[src/rtl/clock_lock_supervisor.sv]
// ----------------------------------------------------------------------------
// clock_lock_supervisor
//
// Supervises the pixel-clock PLL from the free-running board oscillator.
// The asynchronous PLL lock flag is synchronised. Lock must then stay high
// for SETTLE_CYCLES before clk_locked is declared. The downstream reset is
// held for RESET_HOLD cycles after that. If lock is not seen within
// TIMEOUT_CYCLES, the PLL is put back into reset with a PLL_RST_CYCLES-long
// low pulse on its RESETB pin.
//
// Optional feature macro: CLOCK_LOCK_LOSS_COUNT_EN
//   defined   : builds the sticky 'lost' flag and the saturating
//               'loss_count' counter, which clear_loss clears.
//   undefined : 'lost' and 'loss_count' are tied to 0 and clear_loss is
//               ignored. The FSM behaves the same in both builds.
//
// Ports
//   clk         in   free-running clock, independent of the PLL
//   rst         in   synchronous active-high reset
//   pll_locked  in   PLL LOCK output, asynchronous to clk
//   clear_loss  in   single-cycle pulse, clears loss_count and lost
//   pll_resetb  out  PLL RESETB, active low
//   clk_locked  out  lock declared stable (HOLD and RUN)
//   rst_out     out  active-high reset for downstream logic
//   lost        out  sticky: lock was lost after being declared
//   loss_count  out  saturating count of lock losses (CNT_W bits)
// ----------------------------------------------------------------------------
module clock_lock_supervisor #(
    parameter int SYNC_STAGES    = 2,
    parameter int SETTLE_CYCLES  = 1024,
    parameter int RESET_HOLD     = 16,
    parameter int TIMEOUT_CYCLES = 65536,
    parameter int PLL_RST_CYCLES = 8,
    parameter int CNT_W          = 8
) (
    input  logic             clk,
    input  logic             rst,
    input  logic             pll_locked,
    input  logic             clear_loss,
    output logic             pll_resetb,
    output logic             clk_locked,
    output logic             rst_out,
    output logic             lost,
    output logic [CNT_W-1:0] loss_count
);

    function automatic int f_max2(input int a, input int b);
        return (a > b) ? a : b;
    endfunction

    // The shared state counter must hold the largest terminal value
    // (limit - 1) of any state.
    localparam int CNT_MAX = f_max2(f_max2(SETTLE_CYCLES, RESET_HOLD),
                                    f_max2(TIMEOUT_CYCLES, PLL_RST_CYCLES));
    localparam int CW      = (CNT_MAX > 1) ? $clog2(CNT_MAX) : 1;

    localparam logic [CW-1:0] PRST_LAST    = CW'(PLL_RST_CYCLES - 1);
    localparam logic [CW-1:0] TIMEOUT_LAST = CW'(TIMEOUT_CYCLES - 1);
    localparam logic [CW-1:0] SETTLE_LAST  = CW'(SETTLE_CYCLES - 1);
    localparam logic [CW-1:0] HOLD_LAST    = CW'(RESET_HOLD - 1);

    typedef enum logic [2:0] {
        S_PLL_RST,
        S_WAIT_LOCK,
        S_SETTLE,
        S_HOLD,
        S_RUN
    } state_t;

    // Output decode for a state: {pll_resetb, clk_locked, rst_out}.
    function automatic logic [2:0] f_outs(input state_t s);
        case (s)
            S_PLL_RST: return 3'b001;
            S_HOLD:    return 3'b111;
            S_RUN:     return 3'b110;
            default:   return 3'b101;
        endcase
    endfunction

    logic [SYNC_STAGES-1:0] r_sync;
    state_t                 r_state;
    logic [CW-1:0]          r_cnt;
    logic                   r_pll_resetb;
    logic                   r_clk_locked;
    logic                   r_rst_out;
    logic                   w_lock_s;

    assign w_lock_s = r_sync[SYNC_STAGES-1];

    // Every transition zeroes the counter and loads the outputs of the new
    // state, so the outputs change on the same edge as the state.
    always_ff @(posedge clk) begin
        if (rst) begin
            r_sync  <= '0;
            r_state <= S_PLL_RST;
            r_cnt   <= '0;
            {r_pll_resetb, r_clk_locked, r_rst_out} <= f_outs(S_PLL_RST);
        end else begin
            r_sync <= {r_sync[SYNC_STAGES-2:0], pll_locked};
            r_cnt  <= r_cnt + CW'(1);
            case (r_state)
                S_PLL_RST: begin
                    // The lock flag is meaningless while the PLL is held in reset.
                    if (r_cnt == PRST_LAST) begin
                        r_state <= S_WAIT_LOCK;
                        r_cnt   <= '0;
                        {r_pll_resetb, r_clk_locked, r_rst_out} <= f_outs(S_WAIT_LOCK);
                    end
                end
                S_WAIT_LOCK: begin
                    // Lock takes priority over a coincident timeout.
                    if (w_lock_s) begin
                        r_state <= S_SETTLE;
                        r_cnt   <= '0;
                        {r_pll_resetb, r_clk_locked, r_rst_out} <= f_outs(S_SETTLE);
                    end else if (r_cnt == TIMEOUT_LAST) begin
                        r_state <= S_PLL_RST;
                        r_cnt   <= '0;
                        {r_pll_resetb, r_clk_locked, r_rst_out} <= f_outs(S_PLL_RST);
                    end
                end
                S_SETTLE: begin
                    if (!w_lock_s) begin
                        r_state <= S_WAIT_LOCK;
                        r_cnt   <= '0;
                        {r_pll_resetb, r_clk_locked, r_rst_out} <= f_outs(S_WAIT_LOCK);
                    end else if (r_cnt == SETTLE_LAST) begin
                        r_state <= S_HOLD;
                        r_cnt   <= '0;
                        {r_pll_resetb, r_clk_locked, r_rst_out} <= f_outs(S_HOLD);
                    end
                end
                S_HOLD: begin
                    if (!w_lock_s) begin
                        r_state <= S_WAIT_LOCK;
                        r_cnt   <= '0;
                        {r_pll_resetb, r_clk_locked, r_rst_out} <= f_outs(S_WAIT_LOCK);
                    end else if (r_cnt == HOLD_LAST) begin
                        r_state <= S_RUN;
                        r_cnt   <= '0;
                        {r_pll_resetb, r_clk_locked, r_rst_out} <= f_outs(S_RUN);
                    end
                end
                S_RUN: begin
                    // No timing in RUN; keep the counter parked at zero.
                    r_cnt <= '0;
                    if (!w_lock_s) begin
                        r_state <= S_WAIT_LOCK;
                        {r_pll_resetb, r_clk_locked, r_rst_out} <= f_outs(S_WAIT_LOCK);
                    end
                end
                default: begin
                    r_state <= S_PLL_RST;
                    r_cnt   <= '0;
                    {r_pll_resetb, r_clk_locked, r_rst_out} <= f_outs(S_PLL_RST);
                end
            endcase
        end
    end

    assign pll_resetb = r_pll_resetb;
    assign clk_locked = r_clk_locked;
    assign rst_out    = r_rst_out;

`ifdef CLOCK_LOCK_LOSS_COUNT_EN
    function automatic logic [CNT_W-1:0] f_sat_inc(input logic [CNT_W-1:0] v);
        return (v == {CNT_W{1'b1}}) ? v : v + CNT_W'(1);
    endfunction

    logic             w_loss;
    logic             r_lost;
    logic [CNT_W-1:0] r_loss_cnt;

    // A loss is the edge that leaves HOLD/RUN because lock dropped.
    assign w_loss = ((r_state == S_HOLD) || (r_state == S_RUN)) && !w_lock_s;

    always_ff @(posedge clk) begin
        if (rst) begin
            r_lost     <= 1'b0;
            r_loss_cnt <= '0;
        end else if (clear_loss) begin
            // A loss on the clearing edge is counted after the clear.
            r_lost     <= w_loss;
            r_loss_cnt <= w_loss ? CNT_W'(1) : '0;
        end else if (w_loss) begin
            r_lost     <= 1'b1;
            r_loss_cnt <= f_sat_inc(r_loss_cnt);
        end
    end

    assign lost       = r_lost;
    assign loss_count = r_loss_cnt;
`else
    logic w_unused;
    assign w_unused   = clear_loss;
    assign lost       = 1'b0;
    assign loss_count = '0;
`endif

endmodule

[config.mk]
export PLATFORM = sky130hd
export DESIGN_NAME = clock_lock_supervisor
export DESIGN_NICKNAME = d
export VERILOG_FILES = /design/src/rtl/clock_lock_supervisor.sv
export SDC_FILE = /design/constraint.sdc
export NUM_CORES = 1
export LEC_CHECK = 0
export CAP_MARGIN = 20
export CORE_UTILIZATION = 35
export DETAILED_ROUTE_END_ITERATION = 12
export GPL_TIMING_DRIVEN = 0
export PLACE_DENSITY = 0.65
export SKIP_LAST_GASP = 1
export SLEW_MARGIN = 20
export SYNTH_ARGS = -nofsm -noshare
export SYNTH_HDL_FRONTEND = slang
export SYNTH_SLANG_ARGS = --single-unit
[constraint.sdc]
create_clock -name clk -period 3.1 [get_ports clk]
set_clock_uncertainty 0.15 [all_clocks]
set_input_delay 0.465 -clock clk [delete_from_list [all_inputs] [get_ports clk]]
set_output_delay 0.465 -clock clk [all_outputs]
set_load 0.02 [all_outputs]
# Word-level counts from Yosys, hierarchy flattened
# Index checks and enable logic that the tools add are counted.
# word_totals
output_inout_bits,12
word_cells,59
ram_bits,0
ff_bits,24
latchBits,0
mem_bits_ro,0
mem_count,0
# op_classes
mul,0
reduce_logical,2
bitwise_logic,0
shift,0
n_eq_ne,13
n_lt_le_gt_ge,0
addsub,1
n_div,0
muxes,37
# ops
operator,count
16-bit 2-to-1 mux,7
16-bit case mux with 4 select lines,1
3-bit 2-to-1 mux,8
1-bit 2-to-1 mux,17
"16-bit by 1-bit adder with 16-bit output, second input constant",1
"16-bit by 10-bit == test with 1-bit output, second input constant",1
"16-bit == test, second input constant",1
"16-bit by 3-bit == test with 1-bit output, second input constant",1
"16-bit by 4-bit == test with 1-bit output, second input constant",1
1-bit case mux with 5 select lines,3
3-bit case mux with 5 select lines,1
"3-bit != test, second input constant",3
"3-bit by 2-bit == test with 1-bit output, second input constant",2
5-bit AND reduction,1
"2-bit != test, second input constant",2
"3-bit by 1-bit == test with 1-bit output, second input constant",1
"3-bit == test, second input constant",1
3-bit zero test,1

# Depth between registers and ports, before layout
# Gate-level depths: netlist of run 1.
# depth
depth_word,4
ltp_mapped,7
mapped_depth_nobuf,6

# Worst setup path before layout of run 1
# OpenSTA, ideal clock, no wires.
# synth_path
kind,register to register
startpoint,register r_cnt[0]
endpoint,register r_clk_locked (netlist: clk_locked)
path_stages_with_launch,7
t_arrival_ns,1.732
setup_ns,0.121
slack_ns,1.097
path_buffers,0
required_time_ns,2.829
cell_sequence,dfxtp_1 ha_1 nand3_1 nor4_1 o22ai_2 nor3_4 mux2_4
# synth_between
elab_chain_cells,3
# synth_rtl
element,line,text
"start, declared",82,logic [CW-1:0] r_cnt;
"start signal, assigned",100,r_cnt <= r_cnt + CW'(1);
"16-bit by 4-bit == test with 1-bit output, or another cell as far along",138,end else if (r_cnt == HOLD_LAST) begin
3-bit != test (no line) / 2-bit != test (equally long branches),n/a,
5-bit AND reduction (no line) *,n/a,
"end signal, assigned",137,"{r_pll_resetb, r_clk_locked, r_rst_out} <= f_outs(S_WAIT_LOCK);"
"end signal, assigned",141,"{r_pll_resetb, r_clk_locked, r_rst_out} <= f_outs(S_RUN);"
"end signal, assigned",149,"{r_pll_resetb, r_clk_locked, r_rst_out} <= f_outs(S_WAIT_LOCK);"
"end, declared",84,logic r_clk_locked;
# Every way passes the cells marked *; elsewhere a longest branch is shown, timed or not.
# A chain may end at the register's enable or synchronous reset.

# Worst setup path after layout of run 1
# Same ends and word-level chain as after synthesis.

==> results of run 1 <==
[placed cells by master, fill, tap and decap left out, types with 3 or more instances in the layout]
cell type / netlist / layout
dfxtp_1: 24 / 24
nand3_1: 6 / 6
inv_1: 8 / 8
xnor2_1: 8 / 8
clkbuf_4: 0 / 3
clkdlybuf4s50_1: 0 / 5
buf_4: 9 / 9
nor4_1: 7 / 7
nand2_1: 6 / 6
conb_1: 1 / 9
xor2_1: 7 / 7
nor2b_1: 3 / 3
nand4_1: 5 / 5
nor2_1: 27 / 27
[layout make-up]
| class | count | area, sq um | area share |
|---|---|---|---|
| Sequential cell | 24 | 480 | 0.335 |
| Inverter | 8 | 30.0 | 0.0210 |
| Multi-Input combinational cell | 106 | 689 | 0.481 |
| Clock buffer | 4 | 36.3 | 0.0253 |
| Timing Repair Buffer | 5 | 50.0 | 0.0349 |
| Tap cell | 46 | 57.6 | 0.0402 |
| Buffer | 12 | 88.8 | 0.0620 |
[registers in the layout (all words and copies together) (netlist names)]
register,cells
pll_resetb,1
r_sync,2
r_state,3
clk_locked,1
rst_out,1
r_cnt,16
[power breakdown]
part           switching (mW)  total [mW]  internal [mW]
logic                  0.0253      0.0444         0.0191
clock network          0.0916       0.164         0.0719
registers             0.00507       0.319          0.314
[how the worst min path moves through the flow]
stage	start	endpoint	slack, ns	cells after the start
6_report	r_sync[0]	r_sync[1]	0.32	1
5_1_grt	r_sync[0]	r_sync[1]	0.34	1
4_1_cts	r_sync[0]	r_sync[1]	0.32	1
3_5_place_dp	r_sync[0]	r_sync[1]	0.30	1
3_3_place_gp	r_sync[0]	r_sync[1]	0.29	1
2_1_floorplan	r_sync[0]	r_sync[1]	0.26	1
[layer usage]
| layer | wire length (um) | vias up |
|---|---|---|
| met5 | 0 | - |
| met1 | 979 | 453 |
| met4 | 8 | 0 |
| met2 | 1050 | 19 |
| met3 | 97 | 2 |
| li1 | - | 504 |
[logic make-up after synthesis]
family | after synthesis | synth area share
other | 1 | 0.00298
buffers and inverters | 20 | 0.0944
AND/OR/NAND/NOR | 70 | 0.309
adder cells (fa/ha/maj) | 2 | 0.0199
AO/OA/AOI/OAI | 8 | 0.0676
multiplexers | 2 | 0.0199
XOR/XNOR | 15 | 0.104
flip-flops | 24 | 0.382
[Yosys cell counts (all sizes together)]
master | count | area (sq um)
inv | 8 | 30.0
nand3b | 1 | 7.51
and4bb | 1 | 12.5
buf | 12 | 88.8
and3 | 1 | 6.26
nor3 | 3 | 26.3
nand4bb | 1 | 11.3
or2 | 2 | 12.5
and3b | 1 | 8.76
o32ai | 1 | 8.76
ha | 2 | 25.0
o22ai | 2 | 18.8
a22o | 2 | 18.8
a211oi | 1 | 7.51
xor2 | 7 | 61.3
nor2 | 27 | 101
mux2i | 1 | 10.0
conb | 1 | 3.75
nand3 | 6 | 30.0
nor4 | 8 | 65.1
or3 | 2 | 12.5
o211a | 1 | 10.0
dfxtp | 24 | 480
mux2 | 1 | 15.0
and4 | 1 | 8.76
o211ai | 1 | 21.3
nand4 | 5 | 31.3
nor2b | 3 | 18.8
or4 | 1 | 7.51
and2 | 1 | 6.26
xnor2 | 8 | 70.1
nand2 | 6 | 22.5
[metrics by stage]
stage	instance area (sq um)	hold WS [ns]	worst slack, ns	utilization
6_report	1430	0.318	0.864	0.423
5_1_grt	1430	0.338	0.652	0.423
4_1_cts	1430	0.323	0.850	0.423
3_5_place_dp	1400	0.299	0.861	0.412
3_3_place_gp	1400	0.294	0.911	0.412
2_1_floorplan	1290	0.264	1.10	-
==> results, run 1 <==
- In this run, the number of DRC markers left after iteration 0 of detailed routing was a little over 40.
- In this run the static leakage power is between 0.5 and 0.6 nW.
- The achievable clock frequency is 447 MHz.
- The first global-routing pass estimated 3480 um of wire.
- The initial antenna violation count is 0.
- The largest single stage delay on the critical path is ~0.41 ns.
- The tool flagged a number of max-cap violations equal to 0.
- Hold repair after CTS inserted 0 buffers.
- The top-level I/O count is 16.
- The most used routing layer is met2.
- The total clock buffers created by CTS is 3.
- At the end of the flow, the number of nets in the layout was approximately 170.
- The cell count after placement is approximately 200.
- In the final layout, the share of cells above drive strength 1 is 0.157.
- The type of element capturing the critical path is a flop.
- The floorplan step set the die width to between 60 and 70 um.
- At the pin with the least slew margin, the transition time is about 0.60 ns.
- The number of gates resized after CTS was 0.
- Counting I/O delays and the setup requirement, the final critical path takes about 2.2 ns.
- The final hold violation count came to 0.
- The total overflow left after global routing is 0.
- Across every metal layer, demand over resource in global routing totals 0.123.
- The H-tree depth is 1.
- The routed wire length is 2130 um.
- Broken down by cell family, the worst path's largest delay share belongs to simple AND/OR/NAND/NOR gates.
- The die outline area is just under 0.004 sq mm.
- The period utilization is 0.721.
- The detailed router placed about 980 vias in this run.
- The routing usage on met1 is 0.150.
- For the worst-skew pair, the clock arrives at the later sink with an insertion delay of roughly 0.32 ns.
- The min-delay analysis places its worst path in the category flop to flop.
- The average via count per standard cell is 4.77.
- The timing startpoint of the critical path is r_cnt[0].
- Synthesis handed over a netlist of roughly 140 instances.
- Entering global routing, the biggest net connects 14 pins.
- In this run the worst path has a maximum fanout of 5.
- The number of slew-limit violations in the final report is 0.
- The number of buffer cells added on primary ports is 5.
- The setup slack of the most critical reg-to-reg path is about 0.86 ns.
- Setup violations remaining at the end of the flow were counted as 0.
- The total buffers and inverters traversed by the critical path is 0.
- The count of antenna diodes in the layout is 0.
- The critical path runs through a total of 6 cells.
- The number of standard cells in the final layout excluding fillers is between 200 and 250.
- The number of remaining DRC errors is 0.
- IR analysis of the VDD net gives a maximum drop of 234 uV.
- The per-instance average area after synthesis is around 8.9 sq um.
- In this run the core area contains 21 standard-cell rows.
- The critical path goes through ha_1, nand3_1, nor4_1, o22ai_2, nor3_4, mux2_4.
- The aggregate negative setup slack is 0 ns.
- CTS placed an instance of clkbuf_4 at the clock tree root.
- Detailed placement finished with a half-perimeter wire length of about 1600 um.
- The via count of the first global-routing pass was 819.
- Total power for the finished layout comes to 527 uW.
- The post-detailed-route wirelength per cell is around 10 um.
- Counting every sink on the clock net gives 24.
- TritonCTS built the clock tree.
- The global routing met3 resource utilization is 0.0435.
- For the worst setup path, the data required time is around 3.2 ns.
- The max-slew headroom at the worst pin is 0.597.
- The slowest stage cell on the critical path is dfxtp_1.
- The filler cells instantiated in the layout total about 320.
- The post-CTS setup buffer count is 0.
- The endpoint identified for the worst register-to-register timing path is clk_locked.
- In this run the cell area of the synthesized design comes to ~0.0013 sq mm.
- The critical register-to-register path startpoint is r_cnt[0].
- The depth of the most critical reg-to-reg path is 6.
- Compared with the post-synthesis result, the final layout area differs by 13.8%.
- The number of nets with antenna violations after detailed routing is 0.
- For this design the ratio of total power to cell area is 368 mW/mm^2.
- The critical path in this run is classified as flop to flop.
- The starting density of the core is 0.371.
- The die extent in y is a little over 60 um.
- The warning count from the yosys run is 0.
- The worst setup path is launched from a flop.
- In the global route stage, met2 resource usage came out at 0.208.
- The synthesized design contains 24 register bits.
- In this run the deepest clock path goes through 2 buffers.
- The clock-pin slew on the worst setup and hold paths is around 0.13 ns.
- The run finished with clean final reports.
- The routability congestion estimate from global placement is approximately 0.8.
- Setup repair after global routing left no endpoint under its margin.
- The arrival time of the worst setup path is about 2.3 ns.
- The core box area is approximately 0.0034 sq mm.
- In this run, distinct cell masters in the synthesized netlist total 38.
- The count of TritonRoute iterations in the first routing pass is 4.
- In this run the worst setup path terminates at clk_locked.
- The sequential share of the synthesized area is 0.382.
No activity file was read; power rests on OpenSTA's default activity.
==> run 2, diff against run 1 <==
==> constraint.sdc (replaced) <==
create_clock -name clk -period 2.2 [get_ports clk]
set_clock_uncertainty 0.15 [all_clocks]
set_input_delay 0.33 -clock clk [delete_from_list [all_inputs] [get_ports clk]]
set_output_delay 0.33 -clock clk [all_outputs]
set_load 0.02 [all_outputs]
==> results, run 2 (synthesis results as in run 1) <==
- The run finished with clean final reports.
- The top-level I/O count is 16.
- The average via count per standard cell is a little under 5.
- The die covers slightly below 0.004 sq mm.
- The number of fill cells is 323.
- The power density over cell area is about 500 mW/mm^2.
- The root buffer cell is clkbuf_4.
- The number of slew-limit violations in the final report is 0.
- After the last flow step, the layout net total stands at 170.
- In this run the register-to-register setup slack is 0.11 ns.
- The final worst setup slack is approximately 0.11 ns.
- Max-cap violations in this run came to 0.
- After detailed routing, the average wire length per cell comes to about 11 um.
- Setup violations remaining at the end of the flow were counted as 0.
- The core region is around 0.0034 sq mm.
- The clock tree from TritonCTS is built.
- The maximum count of clock buffers along a single path is 2.
- The footprint of the flip-flops and latches is 483 sq um.
- The signal on the critical path passes through ha_1, nand3_2, nor4_4, o22ai_4, nor3_4, mux2_4.
- The initial antenna violation count is 0.
- The period utilization is 0.951.
- After legalization and detailed placement, the total HPWL measured approximately 1600 um.
- More flip-flops sit in one register than any other, and that register is r_cnt.
- The transition time at the pin with the least slew margin is approximately 0.64 ns.
- The path type of the worst setup path is flop to flop.
- Entering global routing, the biggest net connects 14 pins.
- The final total power is 747 uW.
- The routability congestion estimate from global placement is roughly 0.8.
- Along the worst hold path, the cell count comes to 1.
- The total clock buffers created by CTS is 3.
- Summing all multi-input logic gate instances after layout gives 717 sq um.
- The number of buffer cells added on primary ports is 5.
- The total congestion overflow after global routing is 0.
- For the worst setup path, the data arrival time is 2.17 ns.
- The layout overhead on the synthesized area is 18.6%.
- The width of the die is approximately 62 um.
- The die is approximately 62 um tall.
- The post-placement worst setup slack is -0.0392 ns.
- The leading cell type in the layout, fill and taps excluded is nor2_1.
- The total global routing track utilization is 0.124.
- The largest registers in the layout are r_cnt x16, r_state x3, r_sync x2.
- In this design, the stage delay of the slowest critical-path cell is 0.39 ns.
- The worst min-delay path category is flop to flop.
- For this run, the detailed router's first-pass iteration total came to 4.
- The critical path data required time is between 2 and 2.5 ns.
- The detailed router placed 1007 vias in this run.
- The achievable clock frequency is roughly 480 MHz.
- Across the VDD grid, the largest voltage drop is around 340 uV.
- The depth of the most critical reg-to-reg path is 6.
- The slowest stage of the critical path belongs to the cell dfxtp_1.
- The detailed router's first-iteration violation count is 47.
- The number of remaining DRC errors is 0.
- The leakage power is 0.576 nW.
- The number of nets with antenna violations after detailed routing is 0.
- In this run the worst path has a maximum fanout of 4.
- The clock latency reported for the late side of the worst-skew pair is approximately 0.32 ns.
- In the layout the commonest cells are nor2_1 (27), dfxtp_1 (22), buf_4 (13), conb_1 (9).
- The floorplan has 21 rows.
- The final hold violation count was 0.
- The initial utilization of the core area, before any placement, comes to 0.371.
- The wire length of the first global-routing pass is ~3500 um.
- Clock tree synthesis found a total of 24 sinks.
- The max-slew headroom at the worst pin is 0.568.
- The via count of the first global-routing pass was just over 800.
- CTS built an H-tree with a depth of 1.
- For the finished layout, the period the worst path requires is between 2 and 2.5 ns.
- Wires add up to between 2000 and 2500 um.
- The count of antenna diodes in the layout is 0.
- The number of flip-flops in the largest register is 16.
- STA classifies the critical path endpoint as a flop.
- The clock-pin slew on the worst setup and hold paths is between 0.1 and 0.15 ns.
- Of the cells placed in the final design, the portion with a size suffix greater than 1 is 0.202.
- The startpoint type of the worst setup path is a flop.
==> run 2: cell count changes in the layout (fill, tap and decap cells not counted), sizes merged <==
cell / change
buf: +4
==> run 2: layer usage <==
metal,GRT usage,up-vias,wire length (um)
met4,0.0254,0,21
met5,0,-,0
met3,0.0435,6,120
met1,0.148,465,970
met2,0.216,23,1150
li1,-,513,-
==> run 2: worst max-delay path: cells and delay by family (launching register included) <==
family | cells | cell delay, ns
multiplexers | 1 | 0.31
AND/OR/NAND/NOR | 3 | 0.77
adder cells (fa/ha/maj) | 1 | 0.23
AO/OA/AOI/OAI | 1 | 0.15
flip-flops | 1 | 0.39
==> run 2: path summary, 6_finish.rpt <==
path                  from         end
setup reg to reg  r_cnt[1]  clk_locked
hold reg to reg   r_cnt[0]    r_cnt[0]
setup / recovery  r_cnt[1]  clk_locked
hold / removal    r_cnt[0]    r_cnt[0]
==> run 2: final cells by class <==
type	instances	area share
Timing Repair Buffer	9	0.0536
Multi-Input combinational cell	106	0.480
Buffer	12	0.0595
Clock buffer	4	0.0243
Tap cell	46	0.0386
Sequential cell	24	0.324
Inverter	8	0.0201
==> run 2: per-stage QoR <==
step	TNS [ns]	area (sq um)	hold WS [ns]	util	cells
after floorplan	0	1290	0.252	-	150
after global placement	0	1400	0.294	0.412	201
after detailed placement	-0.0392	1400	0.299	0.412	201
after CTS	0	1440	0.323	0.425	205
after global routing	-0.0465	1490	0.335	0.440	209
final	0	1490	0.307	0.440	209
==> run 2: timing repair <==
item,CTS,global route
resized for setup,1,5
buffers inserted,0,4
pin swaps,0,2
hold buffers,0,0
setup endpoints to repair,9,13
==> run 2: power by group <==
part | internal [mW] | switching (mW)
logic | 0.0303 | 0.0370
registers | 0.442 | 0.00767
clock network | 0.101 | 0.129
==> variant (config.mk and constraints of run 2) <==
`CNT_W`: 8 -> 10.
--- a/src/rtl/clock_lock_supervisor.sv
+++ b/src/rtl/clock_lock_supervisor.sv
@@ -33,3 +33,3 @@
     parameter int PLL_RST_CYCLES = 8,
-    parameter int CNT_W          = 8
+    parameter int CNT_W          = 10
 ) (
Interface: changed (resized loss_count); port bits go from 16 to 18. The function was not compared with the original's and may differ.
==> variant against run 2 <==
Setup slack gained 0.017 ns. Critical path depth is the same. Wire length shrank 0.84%. Sequential cell count is the same. Synthesized area grew 1.2%. Design area grew 0.25%. Global-route usage grew 0.55 points. Total power grew 0.33%. Largest cell class unchanged. Highest routed layer unchanged.
==> variant: results (changes against run 2) <==
Setup path
  • Crit path arrival time: 2.14 ns (-0.03 ns)
  • Critical Path Fanout Max: 5 (+1)

Global route
  • Vias in the first global route: 972 (+17%)
  • Met1 Usage GRT: 15.7% (+0.89 points)
  • Tot GR Track Use: 13.0% (+0.55 points)
  • Pin count of the biggest net entering global routing: 14 (unchanged)
  • Number of antenna violations at the first check in global routing: 0 (unchanged)
  • Global-route wire length before repair: 4040 µm (+15%)
  • Met3 Use GR: 4.41% (+0.064 points)
  • Met2 Use GR: 21.7% (+0.12 points)

Placed design
  • Hpwl dp: 1680 µm (+3.4%)
  • Placed inst area: 1420 µm² (+1.6%)
  • Pre-CTS WS: -0.0602 ns (-0.0211 ns)
  • Gp weighted congestion: 0.875 (+12%)
  • I/O Buffers: 5 (unchanged)

CTS
  • Post-cts repair resize count: 1 (unchanged)
  • CTS buffer count: 3 (unchanged)
  • Reg clk slew, reported paths: 0.12 ns
  • Worst-skew pair later-pin latency: 0.31 ns
  • CTS HTree Levels: 1 (unchanged)
  • Post-CTS setup buffers: 2 (+2)

Yosys
  • Ys Warns: 0 (unchanged)
  • Sequential area share after synthesis: 37.7% (-0.45 points)
  • Cells after Synth: 144 (+1.4%)
  • Post-synth top cells: nor2_1 (27), dfxtp_1 (24), buf_4 (11)
  • Main area contributors after synthesis: dfxtp_1 (38%), nor2_1 (8.0%), buf_4 (6.5%)

Outcome
  • Status: complete, no violations

Route
  • Met3 Wirelength: 84 µm (-30%)
  • Met1 wire length: 1090 µm (+12%)
  • Routed WL: 2240 µm (-0.84%)
  • Met2 Wirelength: 1060 µm (-8.1%)
  • 1st-iter DRT viols: 69 (+47%)
  • Max Used Layer: met4
  • Via density: 4.74 (-1.6%)

Finish
  • Largest registers: r_cnt (16), r_state (3), r_sync (2)
  • Share of cells above drive strength 1: 20.6% (+0.36 points)
  • ANT cells: 0 (unchanged)
  • Fin nets: 172 (+1.2%)
  • Non-Filler Instances: 211 (+0.96%)

Power and ir drop
  • VDD IR-drop max: 0.330 mV (-1.5%)
  • Static Leak: 0.563 nW (-2.3%)

Timing
  • Slew headroom: 59.6% (+2.8 points)
==> variant: changes by cell type after synthesis <==
cell,before,now
buf_4,9,11
==> variant: final timing paths <==
path / startpoint / end / slack (ns) / cells past startpoint
setup reg to reg: r_cnt[0]$_SDFF_PP0_ / clk_locked$_SDFFE_PP0P_ / 0.12 / 6
hold reg to reg: r_cnt[0]$_SDFF_PP0_ / r_cnt[0]$_SDFF_PP0_ / 0.31 / 1
hold / removal: r_cnt[0]$_SDFF_PP0_ / r_cnt[0]$_SDFF_PP0_ / 0.31 / 1
setup / recovery: r_cnt[0]$_SDFF_PP0_ / clk_locked$_SDFFE_PP0P_ / 0.12 / 6
==> variant: report_power, final <==
| group | internal [mW] | leakage [nW] | total [mW] | switching [mW] |
|---|---|---|---|---|
| clock | 0.101 | 0.0210 | 0.228 | 0.127 |
| sequential | 0.443 | 0.195 | 0.451 | 0.00825 |
| combinational | 0.0308 | 0.347 | 0.0705 | 0.0397 |
==> variant: critical path, cell delays in order (launching register included) <==
cell       delay [ns]
dfxtp_4          0.39
ha_2             0.20
nand3_2          0.12
nand4bb_1        0.24
a22o_4           0.31
nor3_4           0.25
mux2_4           0.32
==> variant: layout make-up <==
class | instances | area (µm²)
inverters | 8 | 30.0
plain buffers | 14 | 104
well taps | 46 | 57.6
fillers | 348 | 1920
multi-input cells | 108 | 718
repair buffers | 7 | 65.1
flip-flops and latches | 24 | 485
clock buffers | 4 | 36.3
==> variant: cells by family after synthesis <==
family                     Yosys count  share of synthesized area (%)
AOI/OAI and AO/OA                    8                           6.68
xor gates and xnor gates            15                           10.3
adders and majority gates            2                           1.96
buffers and inverters               22                           10.5
DFF                                 24                           37.7
muxes                                2                           1.96
other                                1                          0.294
and+or+nand+nor                     70                           30.6
